--- config.mk ---
export PLATFORM = sky130hd
export DESIGN_NAME = led_pwm_dimmer
export DESIGN_NICKNAME = d
export VERILOG_FILES = /design/src/rtl/led_pwm_dimmer.sv
export SDC_FILE = /design/constraint.sdc
export NUM_CORES = 1
export LEC_CHECK = 0
export CAP_MARGIN = 20
export CORE_MARGIN = 5
export CORE_UTILIZATION = 55
export DETAILED_ROUTE_END_ITERATION = 10
export HOLD_SLACK_MARGIN = 0.08
export PLACE_DENSITY_LB_ADDON = 0.3
export SETUP_SLACK_MARGIN = 0.4
export SLEW_MARGIN = 40
export SYNTH_ARGS = -nofsm -noshare
export SYNTH_HDL_FRONTEND = slang
export SYNTH_SLANG_ARGS = --single-unit
--- constraint.sdc ---
create_clock -name clk -period 3.5 [get_ports clk]
set_input_delay 1.05 -clock clk [delete_from_list [all_inputs] [get_ports clk]]
set_output_delay 1.05 -clock clk [all_outputs]
set_load 0.05 [all_outputs]
--- src/rtl/led_pwm_dimmer.sv ---
// rtl/led_pwm_dimmer.sv - registered LED pattern gated by a button-controlled 8-step PWM
module led_pwm_dimmer #(
   parameter int DEBOUNCE_CYCLES = 1_000_000,
   parameter int PWM_DIV         = 1024
) (
   input  logic       clk,
   input  logic       rst,
   input  logic [7:0] pattern_in,
   input  logic       btn_up,
   input  logic       btn_down,
   output logic [7:0] led_out,
   output logic [2:0] level
);

   localparam int DW = $clog2(DEBOUNCE_CYCLES);
   localparam int PW = (PWM_DIV > 1) ? $clog2(PWM_DIV) : 1;
   localparam logic [DW-1:0] DEB_MAX   = DW'(DEBOUNCE_CYCLES - 1);
   localparam logic [PW-1:0] PRESC_MAX = PW'(PWM_DIV - 1);

   // index 0 = up button, index 1 = down button
   logic [1:0]    btn_raw;
   logic [1:0]    sync1;
   logic [1:0]    sync2;
   logic [1:0]    deb;
   logic [1:0]    deb_d;
   logic [1:0]    pulse;
   logic [DW-1:0] deb_cnt [2];

   logic [7:0]    pattern_q;
   logic [PW-1:0] presc;
   logic [2:0]    pwm_phase;
   logic          pwm_on;
   logic          up_p;
   logic          dn_p;

   assign btn_raw = {btn_down, btn_up};
   assign up_p    = pulse[0];
   assign dn_p    = pulse[1];

   // Synchronise, debounce and rising-edge detect both buttons; the counter
   // must see DEBOUNCE_CYCLES consecutive mismatches before the state flips.
   always_ff @(posedge clk or posedge rst) begin
      if (rst) begin
         sync1 <= 2'b00;
         sync2 <= 2'b00;
         deb   <= 2'b00;
         deb_d <= 2'b00;
         pulse <= 2'b00;
         for (int i = 0; i < 2; i++) begin
            deb_cnt[i] <= '0;
         end
      end else begin
         sync1 <= btn_raw;
         sync2 <= sync1;
         deb_d <= deb;
         pulse <= deb & ~deb_d;
         for (int i = 0; i < 2; i++) begin
            if (sync2[i] == deb[i]) begin
               deb_cnt[i] <= '0;
            end else if (deb_cnt[i] == DEB_MAX) begin
               deb[i]     <= sync2[i];
               deb_cnt[i] <= '0;
            end else begin
               deb_cnt[i] <= deb_cnt[i] + 1'b1;
            end
         end
      end
   end

   // Saturating brightness level; simultaneous up and down cancel out.
   always_ff @(posedge clk or posedge rst) begin
      if (rst) begin
         level <= 3'd3;
      end else if (up_p && !dn_p && level != 3'd7) begin
         level <= level + 3'd1;
      end else if (dn_p && !up_p && level != 3'd0) begin
         level <= level - 3'd1;
      end
   end

   // Free-running prescaler and 8-step PWM phase; never restarted on level change.
   always_ff @(posedge clk or posedge rst) begin
      if (rst) begin
         presc     <= '0;
         pwm_phase <= 3'd0;
      end else if (presc == PRESC_MAX) begin
         presc     <= '0;
         pwm_phase <= pwm_phase + 3'd1;
      end else begin
         presc <= presc + 1'b1;
      end
   end

   assign pwm_on = (pwm_phase <= level);

   // Register the upstream pattern, then gate it onto the LED pins.
   always_ff @(posedge clk or posedge rst) begin
      if (rst) begin
         pattern_q <= 8'h00;
         led_out   <= 8'h00;
      end else begin
         pattern_q <= pattern_in;
         led_out   <= pwm_on ? pattern_q : 8'h00;
      end
   end

endmodule

==> results of run 1 <==
==> flip-flops by register name, indices dropped and copies added, names as in the netlist <==
name / cells
deb_d: 2
deb_cnt: 40
pwm_phase: 3
pulse: 2
sync2: 2
led_out: 8
sync1: 2
deb: 2
level: 3
pattern_q: 8
presc: 10
==> cells in the mapped netlist, types with 3 or more instances <==
| cell type | count | share of area |
|---|---|---|
| a21oi_1 | 18 | 0.024 |
| and2_1 | 3 | 0.0051 |
| and3_1 | 7 | 0.012 |
| and4_1 | 3 | 0.0071 |
| clkbuf_1 | 8 | 0.0081 |
| dfrtp_1 | 80 | 0.54 |
| ha_1 | 7 | 0.024 |
| inv_1 | 14 | 0.014 |
| mux2_2 | 3 | 0.0091 |
| nand2_1 | 18 | 0.018 |
| nand3_1 | 24 | 0.032 |
| nand4_1 | 9 | 0.015 |
| nor2_1 | 39 | 0.039 |
| nor2b_1 | 14 | 0.024 |
| nor3_1 | 7 | 0.0094 |
| o21ai_0 | 12 | 0.016 |
| o31ai_1 | 8 | 0.016 |
| or3_1 | 4 | 0.0067 |
| or4_1 | 10 | 0.020 |
| xnor2_1 | 20 | 0.047 |
| xor2_1 | 15 | 0.035 |
==> layer usage <==
metal  vias up  global-route usage  part of all wire
met5         -                   0                 0
met1      1247               0.213              0.46
li1       1288                   -                 -
met3         7              0.0500             0.041
met2        47               0.272              0.49
met4         0              0.0619             0.011
==> cells by family (layout without fill, tap and decap cells) <==
| logic type | after synthesis | after routing | synth area share |
|---|---|---|---|
| xor+xnor | 35 | 35 | 0.0827 |
| mux | 3 | 3 | 0.00911 |
| simple gates | 152 | 152 | 0.221 |
| fa+ha+maj | 8 | 8 | 0.0290 |
| compound gates | 48 | 48 | 0.0763 |
| buf+inv | 25 | 56 | 0.0277 |
| flops | 82 | 82 | 0.554 |
==> per-stage QoR <==
stage	total power (W)	utilization	area, um2
floorplan	0.00104	-	3710
global placement	0.00108	0.603	4030
detailed placement	0.00108	0.603	4030
CTS	0.00180	0.635	4250
global route	0.00185	0.637	4250
finish	0.00177	0.637	4250
==> area by class of cell <==
type                            count  area (um2)
Inverter                           14        56.3
Clock buffer                       13         169
Multi-Input combinational cell    246        1570
Timing Repair Buffer               26         263
Fill cell                         554        2430
Tap cell                           80         100
Sequential cell                    82        2050
Clock inverter                      3        46.3
==> power groups by stage <==
stage                     clock (W)  sequential [W]  combinational [W]
final                      0.000717        0.000973          0.0000835
after CTS                  0.000739        0.000973          0.0000861
after global placement            0        0.000991          0.0000849
after floorplan                   0         0.00101          0.0000338
after detailed placement          0        0.000991          0.0000858
after global routing       0.000781        0.000975          0.0000922
==> worst register-to-register path: stages (launching register included) <==
cell and delay, ns:
dfrtp_1 0.41, or4b_2 0.66, or4_1 0.44, o21ai_1 0.34, buf_4 0.29, nor2_1 0.08
==> worst max-delay path by stage <==
stage	start	end	slack [ns]	cells past startpoint
floorplan	rst	deb[0]$_DFFE_PP0P_	1.51	1
global placement	level[0]$_DFFE_PP1P_	level[0]	1.01	1
detailed placement	level[0]$_DFFE_PP1P_	level[0]	0.99	1
CTS	level[0]$_DFFE_PP1P_	level[0]	0.60	1
global route	level[0]$_DFFE_PP1P_	level[0]	0.57	1
finish	level[0]$_DFFE_PP1P_	level[0]	0.63	1
==> flow_summary.json, run 1 <==
{
  "crit_fanout": 10,
  "cts.repair.resized": 0,
  "crit-reg2reg-launch": "deb_cnt[35]$_DFF_PP0_",
  "final_hold_viol_count": 0,
  "cts_tree": "yes",
  "swShare": 0.219,
  "drive_gt1_frac": 0.0859,
  "p_sw_w": 0.000388,
  "wl_per_cell_um": 14.1,
  "holdWs_ns": 0.374,
  "syn_area_per_cell_um2": 10.5,
  "cts_max_level": 3,
  "yosys_warnings": 0,
  "post-cts-setup-buffers": 0,
  "drt_iter0_drc": 118,
  "path_delay_family": "buffers and inverters",
  "r2r_slack_ns": 1.17,
  "critPathBufInv": 1,
  "port_buffers": 22,
  "seq_power_share": 0.549,
  "vias": 2589,
  "cts_hold_buf": 0,
  "ys_types": 45,
  "area_growth_pct": 14.7,
  "ys_seq_area_frac": 0.554,
  "cts.path.max_buffers": 2,
  "nets": 399,
  "viasPerCell": 5.58,
  "post-route-min-period_ns": 2.87,
  "die_h_um": 92.1,
  "row_count": 30,
  "min_to": "sync2[1]$_DFF_PP0_",
  "finalWeightedCongestion": 0.825,
  "slew_violations": 0,
  "dp.cells": 448,
  "cap_violations": 0,
  "power_frac_comb": 0.047,
  "grt_max_degree": 48,
  "cts.clk_slew.worst_paths_ns": 0.08,
  "syn-num-nets": 373,
  "rsz0062_at_grt": "false",
  "antenna_cells": 0,
  "hpwl_um": 4490,
  "holdPathStages": 0,
  "die-area_mm2": 0.00849,
  "initial_core_util": 0.555,
  "layout_common_cells": "80 x dfrtp_1, 39 x nor2_1, 24 x nand3_1",
  "die_x_um": 92.1,
  "r2r-end": "deb_cnt[29]$_DFF_PP0_",
  "drt-total-wl_um": 6530,
  "cp-end-kind": "primary output",
  "netlist_instances": 353,
  "ys_ff_latch": 82,
  "irDropWorstVdd_v": 0.000328,
  "pwr-share-clk": 0.404,
  "outcome": "complete, no violations",
  "drc": 0,
  "place_ws_ns": 0.988,
  "async_flop_share": 1.00,
  "period_share": 0.820,
  "syn_area_mm2": 0.00371,
  "instances_no_fill": 464,
  "cp-start-kind": "flop",
  "worstMarginPinSlew_ns": 0.723,
  "synth_edf_count": 0,
  "p_leak_nw": 1.75,
  "grt_pass1_wl_um": 11400,
  "drt_pass1_iterations": 4,
  "coreArea_mm2": 0.00668,
  "synthFlopType": "dfrtp_1",
  "ant_nets": 0,
  "clockRootBuffer": "clkbuf_8",
  "relSlewSlack": 0.518,
  "io_pins": 23,
  "antenna_found_initial": 0,
  "grt_overflow": 0,
  "grt_pass1_vias": 2528,
  "cpPeakStageDelay_ns": 0.83,
  "clock_sinks": 82,
  "cts_buffers": 9,
  "grtUsageTotal": 0.168,
  "setup-violations-final": 0,
  "clkLatencyLatePin_ns": 0.35,
  "crit_type": "reg -> out",
  "cp_cell_sequence": "clkdlybuf4s50_1",
  "cell_internal_pwr_w": 0.00139,
  "critPathRequiredTime_ns": 2.45,
  "setup_ws_ns": 0.631,
  "fmax_ghz": 0.349,
  "mostFrequentLayoutCell": "dfrtp_1",
  "p_per_area_mw_per_mm2": 417,
  "timing.setup.tns_ns": 0,
  "arrival_ns": 1.82,
  "r2r_cells": 5,
  "slowest_stage": "clkdlybuf4s50_1",
  "hold_start": "sync1[1]$_DFF_PP0_",
  "fin_skew_ns": 0.00996,
  "hold_class": "reg -> reg"
}
Note: power is estimated with default switching activity, not from simulation.
==> run 2, diff against run 1 <==
- CORE_UTILIZATION: 55 -> 53
- clock period: 3.5 -> 2.62 ns (I/O delays scaled with it)
==> flow_summary.json, run 2 (synthesis gave the netlist of run 1 again) <==
{
  "outcome": "complete, no violations",
  "die-area_mm2": 0.00877,
  "cts_tree": "yes",
  "vias": 2601,
  "hold_class": "reg -> reg",
  "period_share": 0.819,
  "hpwl_um": 4470,
  "cpPeakStageDelay_ns": 0.61,
  "cts.clk_slew.worst_paths_ns": 0.08,
  "row_count": 30,
  "rsz0062_at_grt": "false",
  "irDropWorstVdd_v": 0.000344,
  "drt_iter0_drc": 94,
  "path_delay_family": "flip-flops",
  "clock_sinks": 82,
  "multiInputGateArea_mm2": 0.00156,
  "wl_per_cell_um": 13.4,
  "seqCellArea_mm2": 0.00206,
  "initial_core_util": 0.546,
  "cap_violations": 0,
  "grt_max_degree": 83,
  "cts_hold_buf": 0,
  "crit_fanout": 8,
  "post-route-min-period_ns": 2.15,
  "fmax_ghz": 0.466,
  "cts.path.max_buffers": 2,
  "final_hold_viol_count": 0,
  "grtUsageTotal": 0.161,
  "cp-start-kind": "flop",
  "clockRootBuffer": "clkbuf_8",
  "relSlewSlack": 0.662,
  "p_leak_nw": 1.75,
  "cts_max_level": 3,
  "worstMarginPinSlew_ns": 0.509,
  "nets": 401,
  "arrival_ns": 1.36,
  "top_regs": "deb_cnt: 40 flops, presc: 10 flops",
  "regMostFlops": "deb_cnt",
  "drt_pass1_iterations": 4,
  "ant_nets": 0,
  "nFillCells": 574,
  "holdWs_ns": 0.354,
  "cts_buffers": 9,
  "layout_common_cells": "79 x dfrtp_1, 39 x nor2_1, 24 x nand3_1",
  "port_buffers": 22,
  "die_h_um": 93.7,
  "grt_pass1_vias": 2530,
  "die_x_um": 93.7,
  "clkLatencyLatePin_ns": 0.35,
  "critPathBufInv": 1,
  "critPathRequiredTime_ns": 1.83,
  "antenna_found_initial": 0,
  "slew_violations": 0,
  "grt_pass1_wl_um": 11200,
  "coreArea_mm2": 0.00679,
  "finalWeightedCongestion": 0.804,
  "area_growth_pct": 13.9,
  "setup-violations-final": 0,
  "antenna_cells": 0,
  "grt_overflow": 0,
  "io_pins": 23,
  "drive_gt1_frac": 0.104,
  "largest_reg_flops": 40,
  "drc": 0,
  "crit_type": "reg -> out",
  "p_per_area_mw_per_mm2": 527,
  "fin_skew_ns": 0.00470,
  "cp_cell_sequence": "clkdlybuf4s15_2",
  "post-cts-setup-buffers": 0,
  "viasPerCell": 5.40,
  "r2r_slack_ns": 0.51,
  "slowest_stage": "dfstp_2",
  "mostFrequentLayoutCell": "dfrtp_1",
  "timing.setup.tns_ns": 0,
  "cp-end-kind": "primary output",
  "drt-total-wl_um": 6450
}
==> run 2: cell count changes in the layout (fill, tap and decap cells not counted), moves of 2 or more <==
cell             change
clkbuf_2             +2
clkinvlp_4           +2
inv_6                +2
buf_4                +2
clkdlybuf4s50_1     -11
dlygate4sd2_1        +8
clkbuf_8             -3
==> run 2: worst paths after layout <==
kind	startpoint	cells past startpoint	endpoint
setup / recovery	level[1]$_DFFE_PP1P_	1	level[1]
hold / removal	sync1[1]$_DFF_PP0_	0	sync2[1]$_DFF_PP0_
setup reg to reg	deb_cnt[20]$_DFF_PP0_	5	deb_cnt[38]$_DFF_PP0_
hold reg to reg	sync1[1]$_DFF_PP0_	0	sync2[1]$_DFF_PP0_
max in group asynchronous	rst	3	level[1]$_DFFE_PP1P_
min in group asynchronous	rst	3	sync1[1]$_DFF_PP0_
==> run 2: through the flow <==
step | instance area [um2] | utilization | instances | power [W] | setup slack, ns
6_report | 4230 | 0.622 | 482 | 0.00223 | 0.475
2_1_floorplan | 3710 | - | 353 | 0.00139 | 0.635
3_3_place_gp | 4070 | 0.598 | 466 | 0.00144 | 0.387
4_1_cts | 4230 | 0.623 | 482 | 0.00225 | 0.258
3_5_place_dp | 4070 | 0.598 | 466 | 0.00144 | 0.374
5_1_grt | 4230 | 0.622 | 482 | 0.00233 | 0.423
==> run 2: report_power, final <==
group,internal [W],switching [W]
clock,0.000350,0.000472
sequential,0.00129,0.0000111
combinational,0.0000376,0.0000700
total,0.00167,0.000553
==> run 2: repair_timing <==
action / CTS / global route
hold endpoints to repair: 0 / 0
resized for setup: 13 / 5
setup endpoints to repair: 11 / 4
==> run 2: cell type report <==
cell class,instances,area share
inverters,14,0.0133
well taps,96,0.0284
clock buffers,9,0.0293
flip-flops and latches,82,0.487
clock inverters,7,0.0127
multi-input cells,246,0.368
repair buffers,28,0.0613
==> run 2: layer usage <==
metal,track usage,part of all wire,wire (um)
met4,0.0782,0.021,133
met5,0,0,0
met3,0.0361,0.023,147
met1,0.209,0.47,3060
met2,0.257,0.48,3120
==> run 3, diff against run 2 <==
- CORE_UTILIZATION: 53 -> 55
- clock period: 2.62 -> 2.1 ns (I/O delays scaled with it)
==> flow_summary.json, run 3 (synthesis gave the netlist of run 1 again) <==
{
  "outcome": "complete, no violations",
  "drt_pass1_iterations": 4,
  "die_x_um": 92.1,
  "critPathRequiredTime_ns": 2.32,
  "instances_no_fill": 486,
  "hpwl_um": 4590,
  "cts.clk_slew.worst_paths_ns": 0.08,
  "r2r-end": "deb_cnt[37]$_DFF_PP0_",
  "viasPerCell": 5.63,
  "slew_violations": 0,
  "hold_class": "reg -> reg",
  "irDropWorstVdd_v": 0.000447,
  "fin_skew_ns": 0.00714,
  "clkLatencyLatePin_ns": 0.34,
  "ant_nets": 0,
  "cap_violations": 0,
  "drive_gt1_frac": 0.251,
  "row_count": 30,
  "nets": 421,
  "worstMarginPinSlew_ns": 0.547,
  "crit_fanout": 10,
  "crit-reg2reg-launch": "deb_cnt[30]$_DFF_PP0_",
  "period_share": 0.932,
  "grt_overflow": 0,
  "coreArea_mm2": 0.00668,
  "drt_iter0_drc": 117,
  "grt_max_degree": 42,
  "finalWeightedCongestion": 0.815,
  "p_per_area_mw_per_mm2": 660,
  "die-area_mm2": 0.00849,
  "slowest_stage": "or4_4",
  "vias": 2734,
  "cp_cell_sequence": "or4b_4 > or4_4 > o21ai_4 > buf_12 > a21oi_1",
  "relSlewSlack": 0.633,
  "cts_hold_buf": 0,
  "initial_core_util": 0.555,
  "p_leak_nw": 1.93,
  "antenna_found_initial": 0,
  "cts_max_level": 3,
  "r2r_slack_ns": 0.14,
  "cts_buffers": 9,
  "regMostFlops": "deb_cnt",
  "mostFrequentLayoutCell": "dfrtp_1",
  "layout_common_cells": "78 x dfrtp_1, 38 x nor2_1, 28 x buf_4",
  "r2r_cells": 5,
  "drc": 0,
  "crit_type": "reg -> reg",
  "clock_sinks": 82,
  "crit_start": "deb_cnt[30]$_DFF_PP0_",
  "cp-end-kind": "flop",
  "cp-start-kind": "flop",
  "arrival_ns": 2.18,
  "cts_tree": "yes",
  "clockRootBuffer": "clkbuf_8",
  "cts.path.max_buffers": 2,
  "timing.setup.tns_ns": 0,
  "nFillCells": 473,
  "drt-total-wl_um": 7130,
  "top_regs": "deb_cnt: 40 flops, presc: 10 flops",
  "setup-violations-final": 0,
  "endpoint": "deb_cnt[37]$_DFF_PP0_",
  "port_buffers": 22,
  "grtUsageTotal": 0.173,
  "largest_reg_flops": 40,
  "seqCellArea_mm2": 0.00206,
  "multiInputGateArea_mm2": 0.00175,
  "io_pins": 23,
  "antenna_cells": 0,
  "rsz0062_at_grt": "true",
  "grt_pass1_vias": 2715,
  "grt_pass1_wl_um": 11900,
  "wl_per_cell_um": 14.7,
  "fmax_ghz": 0.511,
  "hold_start": "sync1[0]$_DFF_PP0_",
  "dp.cells": 454,
  "post-route-min-period_ns": 1.96,
  "die_h_um": 92.1,
  "final_hold_viol_count": 0,
  "area_growth_pct": 26.0,
  "cpPeakStageDelay_ns": 0.53
}
## run 3: final cells by class
cell class                 count  area share
clock inverter                 7      0.0230
clock buffer                   9      0.0265
multi-input combinational    246       0.375
inverter                      14      0.0126
sequential                    82       0.442
timing repair buffer          48      0.0996
tap                           80      0.0214
## run 3: power breakdown
group          switching, W  total (W)  internal [W]
Combinational     0.0000958   0.000163     0.0000673
Clock              0.000603    0.00130      0.000694
Sequential        0.0000168    0.00162       0.00161
Total              0.000715    0.00308       0.00237
## run 3: stage by stage
stage | util | hold WS, ns | setup slack, ns | power (W) | area, um2
finish | 0.699 | 0.355 | 0.142 | 0.00308 | 4670
global route | 0.699 | 0.391 | 0.0785 | 0.00322 | 4670
CTS | 0.681 | 0.355 | 0.131 | 0.00311 | 4550
detailed placement | 0.628 | 0.336 | 0.0333 | 0.00180 | 4200
global placement | 0.628 | 0.334 | 0.100 | 0.00180 | 4200
floorplan | - | 0.331 | 0.141 | 0.00174 | 3830
## run 3: how the worst min path moves through the flow
stage                    endpoint  slack [ns]  depth (start not counted)
5_1_grt        sync2[0]$_DFF_PP0_        0.39                          0
3_3_place_gp   sync2[1]$_DFF_PP0_        0.33                          0
2_1_floorplan  sync2[0]$_DFF_PP0_        0.33                          0
6_report       sync2[0]$_DFF_PP0_        0.35                          0
3_5_place_dp   sync2[0]$_DFF_PP0_        0.34                          0
4_1_cts        sync2[0]$_DFF_PP0_        0.36                          0
## run 3: repair_timing
item,4_1_cts,5_1_grt
cloned,0,1
resized for setup,13,20
buffers inserted,11,4
pin swaps,7,12
endpoints found under the setup margin,54,58
## run 3: routing by layer
| metal | track usage | part of all wire |
|---|---|---|
| met5 | 0 | 0 |
| met4 | 0.0668 | 0.013 |
| met3 | 0.0418 | 0.023 |
| met2 | 0.298 | 0.53 |
| met1 | 0.209 | 0.44 |
## run 3: critical path, delay by kind of cell (launching register included)
kind	cells	cell delay, ns
AO/OA/AOI/OAI	2	0.24
AND/OR/NAND/NOR	2	1.05
flip-flops	1	0.39
buffers and inverters	1	0.16
